==> src/rtl/i2s_tx_multi.sv <==
// i2s_tx_multi: frame FIFO feeding an MSB-first I2S / left-justified / TDM serialiser
module i2s_tx_multi #(
   parameter int DATA_WIDTH = 16,
   parameter int SLOTS      = 2,
   parameter int SLOT_BITS  = 32,
   parameter int BCLK_HALF  = 4,
   parameter int FIFO_DEPTH = 4
) (
   input  logic                          clk,
   input  logic                          rst_n,
   input  logic                          enable,
   input  logic                          mode,
   input  logic [SLOTS*DATA_WIDTH-1:0]   sample_data,
   input  logic                          sample_valid,
   output logic                          sample_ready,
   output logic [$clog2(FIFO_DEPTH):0]   fifo_level,
   output logic                          underrun,
   output logic                          aud_bclk,
   output logic                          aud_lrck,
   output logic                          aud_dat
);
   localparam int FW = SLOTS*DATA_WIDTH;
   localparam int W  = SLOTS*SLOT_BITS;
   localparam int IW = $clog2(W);
   localparam int PW = $clog2(FIFO_DEPTH);
   localparam int CW = $clog2(BCLK_HALF);
   logic [FW-1:0] mem [FIFO_DEPTH];
   logic [PW-1:0] wp, rp;
   logic [PW:0]   level_n;
   logic [CW-1:0] div;
   logic [IW-1:0] idx;
   logic [W-1:0]  sr, cur, frame;
   logic mode_r, dly, tick, start, empty, push, pop, bit_out, lj, lr_n, wrap;
   assign push    = sample_valid && sample_ready;
   assign empty   = fifo_level == '0;
   assign wrap    = div == CW'(BCLK_HALF-1);
   assign tick    = enable && aud_bclk && wrap;
   assign start   = tick && idx == '0;
   assign pop     = start && !empty;
   assign level_n = fifo_level + (PW+1)'(push) - (PW+1)'(pop);
   // An empty FIFO at frame start plays an all-zero frame instead of popping
   always_comb begin
      frame = '0;
      for (int s = 0; s < SLOTS; s++)
         frame[W-1-s*SLOT_BITS -: DATA_WIDTH] = empty ? '0 : mem[rp][s*DATA_WIDTH +: DATA_WIDTH];
   end
   assign cur     = start ? frame : sr;
   assign lj      = start ? mode : mode_r;
   assign bit_out = cur[W-1];
   assign lr_n    = (SLOTS == 2) ? (idx >= IW'(SLOT_BITS)) : (idx == (lj ? IW'(0) : IW'(1)));
   always_ff @(posedge clk or negedge rst_n)
      if (!rst_n) begin
         div      <= '0;
         idx      <= '0;
         sr       <= '0;
         mode_r   <= 1'b0;
         dly      <= 1'b0;
         underrun <= 1'b0;
         aud_bclk <= 1'b0;
         aud_lrck <= 1'b0;
         aud_dat  <= 1'b0;
      end else if (!enable) begin
         div      <= '0;
         idx      <= '0;
         dly      <= 1'b0;
         underrun <= 1'b0;
         aud_bclk <= 1'b0;
         aud_lrck <= 1'b0;
         aud_dat  <= 1'b0;
      end else begin
         underrun <= start && empty;
         div      <= wrap ? '0 : div + CW'(1);
         if (wrap) aud_bclk <= !aud_bclk;
         if (tick) begin
            idx      <= idx == IW'(W-1) ? '0 : idx + IW'(1);
            sr       <= cur << 1;
            mode_r   <= lj;
            dly      <= bit_out;
            aud_dat  <= lj ? bit_out : dly;
            aud_lrck <= lr_n;
         end
      end
   always_ff @(posedge clk or negedge rst_n)
      if (!rst_n) begin
         wp           <= '0;
         rp           <= '0;
         fifo_level   <= '0;
         sample_ready <= 1'b1;
      end else begin
         if (push) wp <= wp + PW'(1);
         if (pop) rp <= rp + PW'(1);
         fifo_level   <= level_n;
         sample_ready <= level_n != (PW+1)'(FIFO_DEPTH);
      end
   always_ff @(posedge clk)
      if (push) mem[wp] <= sample_data;
endmodule

==> config.mk <==
export PLATFORM = sky130hd
export DESIGN_NAME = i2s_tx_multi
export DESIGN_NICKNAME = d
export VERILOG_FILES = /design/src/rtl/i2s_tx_multi.sv
export SDC_FILE = /design/constraint.sdc
export NUM_CORES = 1
export LEC_CHECK = 0
export ABC_AREA = 0
export BUFFER_PORTS_ARGS = -buffer_cell sky130_fd_sc_hd__buf_2
export CAP_MARGIN = 20
export CORE_ASPECT_RATIO = 0.8
export CORE_MARGIN = 2
export CORE_UTILIZATION = 41
export DETAILED_ROUTE_END_ITERATION = 16
export GPL_TIMING_DRIVEN = 0
export PLACE_DENSITY = 0.58
export RECOVER_POWER = 25
export SETUP_SLACK_MARGIN = 0.2
export SLEW_MARGIN = 30
export SYNTH_ARGS = -nofsm -noshare
export SYNTH_HDL_FRONTEND = slang
export SYNTH_SLANG_ARGS = --single-unit
export TNS_END_PERCENT = 1
==> constraint.sdc <==
create_clock -name clk -period 3.1 [get_ports clk]
set_input_delay 0.155 -clock clk [delete_from_list [all_inputs] [get_ports clk]]
set_output_delay 0.155 -clock clk [all_outputs]
set_load 0.02 [all_outputs]
=== Yosys cells after proc, flatten, opt, wreduce, memory -nomap -nowiden ===
Memories as Yosys holds them, arrays and structs flattened.
Cells that the tools add are included.

* Equality and inequality tests: 5
* Add/subtract/negate cells: 6
* Magnitude comparators: 1
* Mux-type cells: 21
* Reduce and logical (&&, ||, !) cells: 11

{| class="wikitable"
|+ Operators with widths
! cell !! number
|-
| 2-to-1 mux 64 bit || 1
|-
| 2-to-1 mux 16 bit || 2
|-
| 2-to-1 mux 6 bit || 3
|-
| 2-to-1 mux 1 bit || 13
|-
| adder 2 x 1 -> 2 bit, second input constant || 3
|-
| adder 6 x 1 -> 6 bit, second input constant || 1
|-
| equality test 6 bit, second input constant || 1
|-
| >= comparator 6 bit, second input constant || 1
|-
| logical AND 1 bit || 6
|-
| zero test 6 bit || 1
|-
| 2-to-1 mux 2 bit || 2
|-
| inequality test 2 x 1 -> 1 bit, second input constant || 2
|-
| adder 3 x 1 -> 3 bit || 1
|-
| zero test 3 bit || 1
|-
| inequality test 3 bit, second input constant || 1
|-
| subtractor 3 x 1 -> 3 bit || 1
|-
| equality test 2 bit, second input constant || 1
|-
| zero test 1 bit || 2
|-
| AND reduction 2 bit || 1
|}

* Memories: 1
* Word-level logic and storage cells: 58
* Bits in registers: 85
* Bits in writable memories: 128

{| class="wikitable"
|+ Memory list
! memory !! words !! width !! rd ports !! clocked after memory_dff !! wr ports !! RTL line !! RTL
|-
| mem || 4 || 32 || 1 || 0 || 1 || 27 || <nowiki>logic [FW-1:0] mem [FIFO_DEPTH];</nowiki>
|}

=== Longest topological paths before layout ===
* Depth after elaboration: 7
* Mapped depth: 12
* Gate-level depth less buffers: 12

=== Worst setup path before layout ===
No wires, ideal clock.

* Path kind: reg-to-reg
* Start point: register idx[3]
* End point: register sample_ready
* Buffers on the path: 0
* Cell stages (with the launch flop): 12
* Data arrival time: 2.397 ns
* Slack: 0.616 ns
* Data required time: 3.014 ns
* Period minus slack after synthesis: 2.484 ns
* Cell sequence: dfrtp_1 > nor4_4 > and2_1 > and3_1 > ha_1 > inv_1 > ha_1 > inv_1 > fa_1 > xnor2_1 > xnor2_1 > nand3b_1

* Cells in the longest elaborated chain, start to end: 5

{| class="wikitable"
|+ Ends and longest elaborated chain
! item !! RTL line !! RTL
|-
| from (decl) || 31 || <nowiki>logic [IW-1:0] idx;</nowiki>
|-
| from (signal assigned) || 75 || <nowiki>idx <= idx == IW'(W-1) ? '0 : idx + IW'(1);</nowiki>
|-
| zero test 6 bit || 38 || <nowiki>assign start = tick && idx == '0;</nowiki>
|-
| logical AND 1 bit || 38 ||
|-
| logical AND 1 bit || 39 || <nowiki>assign pop = start && !empty;</nowiki>
|-
| net pop || 33 || <nowiki>logic mode_r, dly, tick, start, empty, push, pop, bit_out, lj, lr_n, wrap;</nowiki>
|-
| subtractor 3 x 1 -> 3 bit || 40 || <nowiki>assign level_n = fifo_level + (PW+1)'(push) - (PW+1)'(pop);</nowiki>
|-
| net level_n[2] || 29 || <nowiki>logic [PW:0] level_n;</nowiki>
|-
| inequality test 3 bit || 93 || <nowiki>sample_ready <= level_n != (PW+1)'(FIFO_DEPTH);</nowiki>
|-
| to (signal assigned) || 93 ||
|-
| to (decl) || 15 || <nowiki>output logic sample_ready,</nowiki>
|}

The timed path passes the listed nets, and every way through them passes these cells.
A chain may end at the register's enable or synchronous reset.

=== Worst setup path after layout ===
* Start point: register div[0]
* End point: register sample_ready

* Cells in the longest elaborated chain, start to end: 6

{| class="wikitable"
|+ Ends and longest elaborated chain
! item !! RTL line !! RTL
|-
| from (decl) || 30 || <nowiki>logic [CW-1:0] div;</nowiki>
|-
| from (signal assigned) || 72 || <nowiki>div <= wrap ? '0 : div + CW'(1);</nowiki>
|-
| equality test 2 bit || 36 || <nowiki>assign wrap = div == CW'(BCLK_HALF-1);</nowiki>
|-
| logical AND 1 bit || 37 || <nowiki>assign tick = enable && aud_bclk && wrap;</nowiki>
|-
| logical AND 1 bit || 38 ||
|-
| logical AND 1 bit || 39 ||
|-
| net pop || 33 ||
|-
| subtractor 3 x 1 -> 3 bit || 40 ||
|-
| net level_n[2] || 29 ||
|-
| inequality test 3 bit || 93 ||
|}

The timed path passes the listed nets, and every way through them passes these cells.

==> run_results.csv <==
group,metric,value,unit
die,die-width,160,um
timing,setup_violations,0,
critical_path,crit_path_cell_trace,"ha_1 -> and3_1 -> clkbuf_1 -> and3_2 -> ha_1 -> inv_1 -> ha_1 -> inv_1 -> fa_1 -> xnor2_2 -> xnor2_2 -> nand3b_1",
placement,finalWeightedCongestion,0.755,
die,floorplan.rows,45,
clocking,clock-root-buffer,"clkbuf_16",
clocking,numCtsBuffers,17,
synth,area_of_the_mapped_netlist,0.00802,mm^2
synth,yosys_warnings,0,
hold_path,min_path_cells,3,
critical_path,r2r-end,"sample_ready",
critical_path,slowest_cell_on_the_critical_path,"fa_1",
layout,final_util,50.5,%
timing,rsz0062_at_grt,"false",
timing,timing.final.ws_setup,0.387,ns
detailed_routing,post_drt_wl_per_cell,17.6,um
timing,report.final.slew_viol_count,26,
critical_path,critical-path-top-cell-by-count,"ha_1",
detailed_routing,postRouteAntennaNets,0,
timing,layout_worst_path_cycle_share,87.5,%
synth,synth.ff_latch_count,197,
global_routing,wire_length_of_the_first_global_routing_pass,24600,um
die,core-area,0.0191,mm^2
flow_run,cap_viol_max_count,1,
status,failed_checks,"max-capacitance violations, max-slew violations",
die,die_h,129,um
synth,yosys.area.top_type_share,47.9,%
power,total_leakage_power,3.74,nW
detailed_routing,drtPass1Iterations,4,
detailed_routing,route.vias.total,4382,
critical_path,r2r-start,"div[0]",
critical_path,worstSetupEndpointType,"flip-flop",
power,p_total,0.00671,W
status,result_of_the_run,"complete, but fails checks",
hold_path,hold_path_class,"input pin to flip-flop",
synth,synth_area_leaders,"edfxtp_1 (48%), dfrtp_1 (21%), a221oi_2 (5.6%), mux4_1 (5.6%), mux4_2 (4.2%)",
synth,synth.lib_cells_used.distinct,39,
synth,synth.top_cells.by_count,"edfxtp_1 (128), dfrtp_1 (68), nor2_1 (62)",
hold_path,worstHoldEndpoint,"wp[0]",
die,ioPinCount,45,
critical_path,worst_path_largest_cell_delay,0.40,ns
timing,timing.max_slew.rel_slack,-3.47,%
critical_path,ff2ff_path_depth,12,
timing,clock-skew-final,0.00593,ns
timing,final_hold_viol_count,0,
global_routing,grt_usage,15.8,%
layout,finish.net_count,632,
critical_path,crit_fanout,5,
clocking,clk_pin_slew_worst_paths,0.07,ns
clocking,clock_sink_count,197,
critical_path,timing.reg2reg.setup_slack,0.39,ns
die,initial_util,42.0,%
clocking,cts.path.max_buffers,2,
clocking,postCtsSetupRepairBufs,0,
timing,worst-slew-pin-transition,1.55,ns
synth,synthesis.nets,529,
critical_path,buffers_plus_inverters_on_the_worst_setup_path,3,
power,power-per-cell-area,696,mW/mm^2
detailed_routing,drc_errors,0,
critical_path,cp_top_family,"adder cells",
critical_path,crit_cells,12,
synth,synth_seq_area_share,69.4,%
synth,post_synth.cell_area_avg,16.6,um^2
critical_path,timing_worst_setup_path_type,"flip-flop to flip-flop",
critical_path,worstSetupStartpointType,"flip-flop",
detailed_routing,drt_iter0_markers,304,
critical_path,required,3.46,ns
hold_path,hold_path.startpoint,"sample_valid",
synth,number_of_enable_flip_flop_cells_after_synthesis,128,
clocking,cts_tree,"done",
synth,synthesis.instances,482,
synth,synth-async-reset-ratio,35.0,%
synth,synth-main-ff-cell,"edfxtp_1",
layout,layout-drive-gt1-share,22.7,%
placement,detailedPlace.worstSlack,0.304,ns
synth,most_frequent_cell_after_synthesis,"edfxtp_1",
detailed_routing,final_wirelength,15000,um
critical_path,crit_path_dat,3.07,ns
synth,synth.largest_area_cell,"edfxtp_1",
placement,input_output_buffers,44,
global_routing,grt_pass1_vias,4589,
detailed_routing,via_per_inst,5.12,
die,dieArea,0.0207,mm^2
timing,fmaxAchievable,369,MHz
placement,dp.final_hpwl,10100,um
layout,area.growth.synth_to_final,20.2,%
global_routing,overflow,0,
global_routing,initial_antenna_violation_count,0,
timing,final_period_minus_worst_setup_slack,2.71,ns
power,peak_supply_drop,0.000359,V
layout,antenna_cells_inserted,0,
timing,setup_tns,0,ns
global_routing,grt_max_degree,45,
clocking,htreeDepth,4,
clocking,worst_skew_pair.late_latency,0.43,ns
[registers in the layout, indices dropped and copies added (netlist names), 2 cells and up]
| name | count |
|---|---|
| div | 2 |
| fifo_level | 3 |
| idx | 6 |
| mem | 128 |
| rp | 2 |
| sr | 47 |
| wp | 2 |
[worst min-delay path: cells and delay by family]
family / cells / cell delay (ns)
buffers and inverters: 1 / 0.12
and+or+nand+nor: 1 / 0.14
xor gates and xnor gates: 1 / 0.10
[kinds of logic (layout without fill, tap and decap cells)]
family	after synthesis	in the layout	share of synthesized area [%]
AND/OR/NAND/NOR	151	151	8.44
buffers and inverters	38	154	2.73
XOR/XNOR	9	9	0.983
AO/OA/AOI/OAI	44	44	6.83
multiplexers	33	33	9.92
adder cells (fa/ha/maj)	10	10	1.65
flip-flops	197	197	69.4
[through the flow]
stage	hold WS, ns	cell area, um^2	instances
CTS	0.110	9650	856
detailed placement	0.0957	8710	789
global placement	0.363	8570	784
floorplan	-0.141	8020	482
finish	0.125	9640	856
global route	0.137	9640	856
[metal layers]
| metal | vias up | share of wire [%] | track usage, % |
|---|---|---|---|
| met4 | 0 | 1.2 | 4.72 |
| met1 | 2247 | 46 | 20.9 |
| li1 | 2044 | - | - |
| met5 | - | 0 | 0 |
| met2 | 75 | 49 | 26.2 |
| met3 | 16 | 3.4 | 3.87 |
[how the worst max path moves through the flow]
stage	to	start	slack (ns)
CTS	sample_ready	idx[3]	0.27
detailed placement	sample_ready	idx[3]	0.30
global route	sample_ready	div[0]	0.23
finish	sample_ready	div[0]	0.39
global placement	sample_ready	idx[3]	0.37
floorplan	sample_ready	idx[3]	0.62
[cells in the final DEF (no fill, tap or decap), drive strengths merged]
| cell | instances |
|---|---|
| mux2 | 1 |
| a31oi | 1 |
| a2111o | 1 |
| a211o | 1 |
| and2 | 7 |
| dfrtp | 68 |
| buf | 49 |
| o41ai | 1 |
| nor2b | 1 |
| clkbuf | 47 |
| fa | 1 |
| xnor2 | 7 |
| bufinv | 1 |
| a221oi | 31 |
| nand4 | 3 |
| mux4 | 32 |
| o21ai | 5 |
| ha | 9 |
| xor2 | 2 |
| a21oi | 1 |
| or4 | 1 |
| edfxtp | 128 |
| and3 | 7 |
| nand3b | 1 |
| a21boi | 2 |
| dfstp | 1 |
| dlygate4sd3 | 35 |
| inv | 14 |
| clkinvlp | 1 |
| or3 | 1 |
| a22o | 1 |
| nor4 | 1 |
| and4b | 1 |
| nand3 | 20 |
| clkinv | 7 |
| nand2 | 45 |
| nor2 | 62 |
| nor3 | 1 |
[where the power goes]
part	internal, W	switching [W]	total, W
Sequential	0.00326	0.000146	0.00341
Combinational	0.000497	0.000639	0.00114
Clock	0.00114	0.00102	0.00217
Total	0.00490	0.00181	0.00671
[repair_timing]
item	CTS	global route
endpoints found under the hold margin	198	0
setup endpoints to repair	0	2
hold buffers	35	0
gates resized for setup	0	6
[area by class of cell]
type	count	area (um^2)
plain buffers	30	189
clock buffers	17	425
clock inverters	15	165
fillers	1564	9440
inverters	8	30.0
multi-input cells	247	2260
flip-flops and latches	197	5570
well taps	258	323
repair buffers	84	682
(Power assumes the default switching activity.)
